[src/rtl/fetch_queue.sv]
// fetch_queue: in-order {pc, instr} buffer between the IFU and decode, with flush on redirect.
// Ports: clk, reset (async, active-low); push_valid/push_pc/push_instr/push_ready from the IFU;
// flush discards every entry; pop_ready/pop_valid/pop_pc/pop_instr/pop_pc_plus_4 toward decode;
// count is the occupancy. Defining FETCH_QUEUE_STATS_EN adds the saturating counters
// stat_full_cycles, stat_flushes and stat_dropped.
module fetch_queue #(
  parameter int          DEPTH     = 4,
  parameter logic [31:0] NOP_INSTR = 32'h0000_0013
) (
  input  logic                     clk,
  input  logic                     reset,
  input  logic                     push_valid,
  input  logic [31:0]              push_pc,
  input  logic [31:0]              push_instr,
  output logic                     push_ready,
  input  logic                     flush,
  input  logic                     pop_ready,
  output logic                     pop_valid,
  output logic [31:0]              pop_pc,
  output logic [31:0]              pop_instr,
  output logic [31:0]              pop_pc_plus_4,
  output logic [$clog2(DEPTH):0]   count
`ifdef FETCH_QUEUE_STATS_EN
  ,
  output logic [31:0]              stat_full_cycles,
  output logic [31:0]              stat_flushes,
  output logic [31:0]              stat_dropped
`endif
);
  localparam int AW = $clog2(DEPTH);
  logic [AW:0]   rd_ptr, wr_ptr;
  logic [31:0]   pc_mem    [DEPTH];
  logic [31:0]   instr_mem [DEPTH];
  logic          push_fire, pop_fire;
  // push_ready and pop_valid depend only on registered pointers, so decode never reaches the IFU combinationally
  always_comb begin
    count         = wr_ptr - rd_ptr;
    push_ready    = count != (AW+1)'(DEPTH);
    pop_valid     = count != '0;
    push_fire     = push_valid & push_ready & ~flush;
    pop_fire      = pop_valid & pop_ready & ~flush;
    pop_pc        = pop_valid ? pc_mem[rd_ptr[AW-1:0]] : 32'd0;
    pop_instr     = pop_valid ? instr_mem[rd_ptr[AW-1:0]] : NOP_INSTR;
    pop_pc_plus_4 = pop_pc + 32'd4;
  end
  always_ff @(posedge clk or negedge reset)
    if (!reset) begin
      rd_ptr <= '0;
      wr_ptr <= '0;
    end else if (flush) begin
      wr_ptr <= rd_ptr;
    end else begin
      if (push_fire) wr_ptr <= wr_ptr + (AW+1)'(1);
      if (pop_fire)  rd_ptr <= rd_ptr + (AW+1)'(1);
    end
  always_ff @(posedge clk)
    if (push_fire) begin
      pc_mem[wr_ptr[AW-1:0]]    <= push_pc;
      instr_mem[wr_ptr[AW-1:0]] <= push_instr;
    end
`ifdef FETCH_QUEUE_STATS_EN
  function automatic logic [31:0] sat_add(input logic [31:0] a, input logic [31:0] b);
    logic [32:0] s;
    s = {1'b0, a} + {1'b0, b};
    return s[32] ? 32'hFFFF_FFFF : s[31:0];
  endfunction
  always_ff @(posedge clk or negedge reset)
    if (!reset) begin
      stat_full_cycles <= '0;
      stat_flushes     <= '0;
      stat_dropped     <= '0;
    end else begin
      if (!push_ready) stat_full_cycles <= sat_add(stat_full_cycles, 32'd1);
      if (flush) begin
        stat_flushes <= sat_add(stat_flushes, 32'd1);
        stat_dropped <= sat_add(stat_dropped, 32'(count) + 32'(push_valid));
      end
    end
`endif
endmodule

[config.mk]
export PLATFORM = sky130hd
export DESIGN_NAME = fetch_queue
export DESIGN_NICKNAME = d
export VERILOG_FILES = /design/src/rtl/fetch_queue.sv
export SDC_FILE = /design/constraint.sdc
export NUM_CORES = 1
export LEC_CHECK = 0
export ABC_AREA = 1
export CAP_MARGIN = 20
export CORE_MARGIN = 2
export CORE_UTILIZATION = 30
export CTS_CLUSTER_DIAMETER = 40
export CTS_CLUSTER_SIZE = 24
export DETAILED_ROUTE_END_ITERATION = 8
export SETUP_SLACK_MARGIN = 0.3
export SKIP_LAST_GASP = 1
export SLEW_MARGIN = 10
export SYNTH_ARGS = -nofsm -noshare
export SYNTH_HDL_FRONTEND = slang
export SYNTH_SLANG_ARGS = --single-unit
[constraint.sdc]
create_clock -name clk -period 13.2 [get_ports clk]
set_input_delay 2.64 -clock clk [delete_from_list [all_inputs] [get_ports clk]]
set_output_delay 2.64 -clock clk [all_outputs]
set_load 0.02 [all_outputs]
==> out/results.tsv <==
stage	metric	value	unit
outcome	outcome	finished clean	
logic_synthesis	Synth top area share	66.3	%
clocking	postcts setup bufs	0	
placed_design	post-placement cell count	1720	
placed_design	setup slack after placement	5980	ps
logic_synthesis	#FFs+latches synth	262	
logic_synthesis	largest area contributor in the netlist	edfxtp_1	
drt	Final ANT Viol Nets	0	
worst_setup_path	crit-path max FO	93	
die	die width	201	um
worst_setup_path	crit end category	primary output	
logic_synthesis	Avg Inst Size Synth	10.8	um^2
layout	Fill cells	3740	
layout	final cell count without fillers	1788	
pwr	switching power	1.87	mW
timing	setup TNS	0	ps
pwr	combinational share of power	52.8	%
die	Starting Density	30.2	%
timing	final setup violation count	0	
timing	final slew viol count	0	
layout	layout cell share with drive strength beyond 1	9.53	%
worst_hold_path	Hold WC Path Type	flop to flop	
drt	Iteration-0 DRC Markers	417	
die	DIE HEIGHT	201	um
clocking	PostCTS Resize Cnt	0	
pwr	Seq pwr share	24.1	%
drt	final WL	28.3	mm
layout	area of the multi-input gates	0.00314	mm^2
pwr	Clock Power Share	23.1	%
global_route	total gr overflow	0	
placed_design	Placer Congestion	0.859	
die	core area	0.0384	mm^2
clocking	CTS Buf Count	37	
drt	WL/cell	15.8	um
placed_design	Port Buffers	169	
worst_setup_path	Worst Path Required	10560	ps
pwr	internal power	2.63	mW
clocking	clock root buffer	clkbuf_16	
clocking	Max clock buf depth	3	
timing	Least-Margin Pin Slew	1050	ps
logic_synthesis	Post-Syn Nets	1155	
pwr	PwrDens	299	mW/mm^2
timing	final worst-path cycle share	58.5	%
worst_setup_path	WP data arrival	5090	ps
logic_synthesis	synth warn	0	
pwr	worst vdd ir	0.217	mV
global_route	largest net degree at the start of global routing	94	
clocking	CTS tree	built	
logic_synthesis	synth top area cells	edfxtp_1, nand2_1, nor2_1, o21ai_0, inv_1	
clocking	hold_buf cts	0	
global_route	Tot GR Track Use	13.9	%
timing	relative slew slack	30.1	%
global_route	initial antenna violation count	1	
drt	DR pass1 iterations	5	
pwr	leakage	5.65	nW
logic_synthesis	Synth Instances	1078	
worst_setup_path	CP Launch Type	flop	
global_route	global-route wire length before repair	44.2	mm
logic_synthesis	area of the mapped netlist	0.0116	mm^2
clocking	CTS clk-pin slew, worst paths	50	ps
pwr	sw frac	41.5	%
drt	Vias per Instance	4.44	
flow_run	max-cap violations	0	
logic_synthesis	register area share after synthesis	67.6	%
logic_synthesis	Cell variety after synth	32	
die	I/O Pins	170	
timing	final hold violation count	0	
layout	Syn-to-layout area delta	29.9	%
global_route	vias in the first global route	7857	
timing	setup repair after global routing missed its margin	false	
die	Rows	72	
layout	sequential cell area	0.00784	mm^2
timing	worst clock skew	14.1	ps
drt	vias post-DR	7930	
layout	Ant. Diodes	0	
clocking	H-tree Lvls	2	
timing	final worst slack	5470	ps
clocking	clock sink total	262	
timing	Max Clock Freq	129	MHz
worst_setup_path	Setup Crit Path Kind	flop to primary output	
drt	drt drc	0	
timing	crit path time final	7730	ps
clocking	Clock Latency Late Sink	510	ps
layout	Final nets	1318	
placed_design	HPWL after DPL	17.8	mm
die	full die area	0.0402	mm^2
cell type report:
type,instances,area share (%)
Sequential cell,262,52.1
Multi-Input combinational cell,670,20.8
Timing Repair Buffer,178,11.7
Clock buffer,44,6.67
Tap cell,518,4.30
Inverter,92,2.31
Clock inverter,24,2.14
placed cells by master (no fill, tap or decap), types with 2 or more instances in the layout:
cell type / n
a21oi_1: 4
buf_4: 9
bufinv_16: 7
clkbuf_1: 4
clkbuf_16: 39
clkdlybuf4s50_1: 169
clkinv_1: 4
clkinv_2: 3
clkinv_4: 2
clkinvlp_4: 4
dfrtp_1: 4
edfxtp_1: 256
ha_1: 7
inv_1: 87
inv_2: 4
inv_6: 4
nand2_1: 227
nand2_2: 3
nand3_1: 45
nand4_1: 2
nor2_1: 190
nor2_2: 5
nor2_4: 7
o211ai_1: 2
o21ai_0: 90
o21ai_1: 3
o21ai_2: 2
o221ai_1: 4
o22ai_1: 32
or2_2: 26
xor2_1: 15
stage by stage:
step	utilization [%]	hold slack, ps	total power, mW	instance area [um^2]
floorplan	-	486	2.51	11600
global placement	35.8	514	3.51	13700
detailed placement	35.8	529	3.51	13700
CTS	39.2	546	4.57	15100
global route	39.2	581	4.79	15100
finish	39.2	533	4.50	15100
cell usage after synthesis, drive strengths merged:
cell	instances
dfrtp	6
xor2	15
nand2	230
nor2	202
o31ai	1
edfxtp	256
nand3	47
clkbuf	21
o211ai	2
inv	92
a21oi	4
nand4	2
o221ai	4
fa	1
o21ai	95
ha	7
xnor2	1
or2	27
o22ai	32
buf	33
state kept, by name (all words and copies together) (netlist names):
register	cells
instr_mem	128
pc_mem	128
rd_ptr	3
wr_ptr	3
logic make-up after synthesis:
group	count (synthesis)	synth area share, %
DFF	262	67.6
AOI/OAI and AO/OA	138	6.56
xor gates and xnor gates	16	1.21
adders and majority gates	8	0.928
and+or+nand+nor	508	18.0
buffers and inverters	146	5.66
critical path, stage by stage, from the launching register on:
cell,delay [ps]
dfrtp_4,820
ha_1,280
fa_1,430
nand2_1,70
inv_1,70
nand3_4,80
buf_4,700
nand2_2,220
inv_1,180
ha_1,200
nand2_1,100
nor2_4,190
nand2_2,120
nor2_1,230
nand4_1,120
nand2_1,70
clkdlybuf4s50_1,590
power by group through the flow:
stage / Combinational (mW) / Sequential, mW / Clock, mW
after global routing: 2.60 / 1.10 / 1.10
after floorplan: 1.43 / 1.08 / 0
final: 2.38 / 1.09 / 1.04
after global placement: 2.41 / 1.10 / 0
after detailed placement: 2.41 / 1.10 / 0
after CTS: 2.42 / 1.09 / 1.06
path summary, 6_finish.rpt:
| kind | from | endpoint | slack (ps) | depth (start not counted) |
|---|---|---|---|---|
| setup / recovery | rd_ptr[0] | pop_pc_plus_4[20] | 5470 | 16 |
| hold / removal | rd_ptr[2] | wr_ptr[2] | 530 | 2 |
| setup reg to reg | rd_ptr[0] | instr_mem[3][6] | 9090 | 10 |
| hold reg to reg | rd_ptr[2] | wr_ptr[2] | 530 | 2 |
| max in group asynchronous | reset | rd_ptr[1] | 10580 | 1 |
| min in group asynchronous | reset | rd_ptr[0] | 2380 | 1 |
per-layer routing:
metal | wire (um) | GRT usage, %
met1 | 12600 | 18.0
met2 | 13900 | 23.9
met3 | 1370 | 2.81
met4 | 479 | 3.70
met5 | 13 | 0
Note: power is estimated with default switching activity, not from simulation.
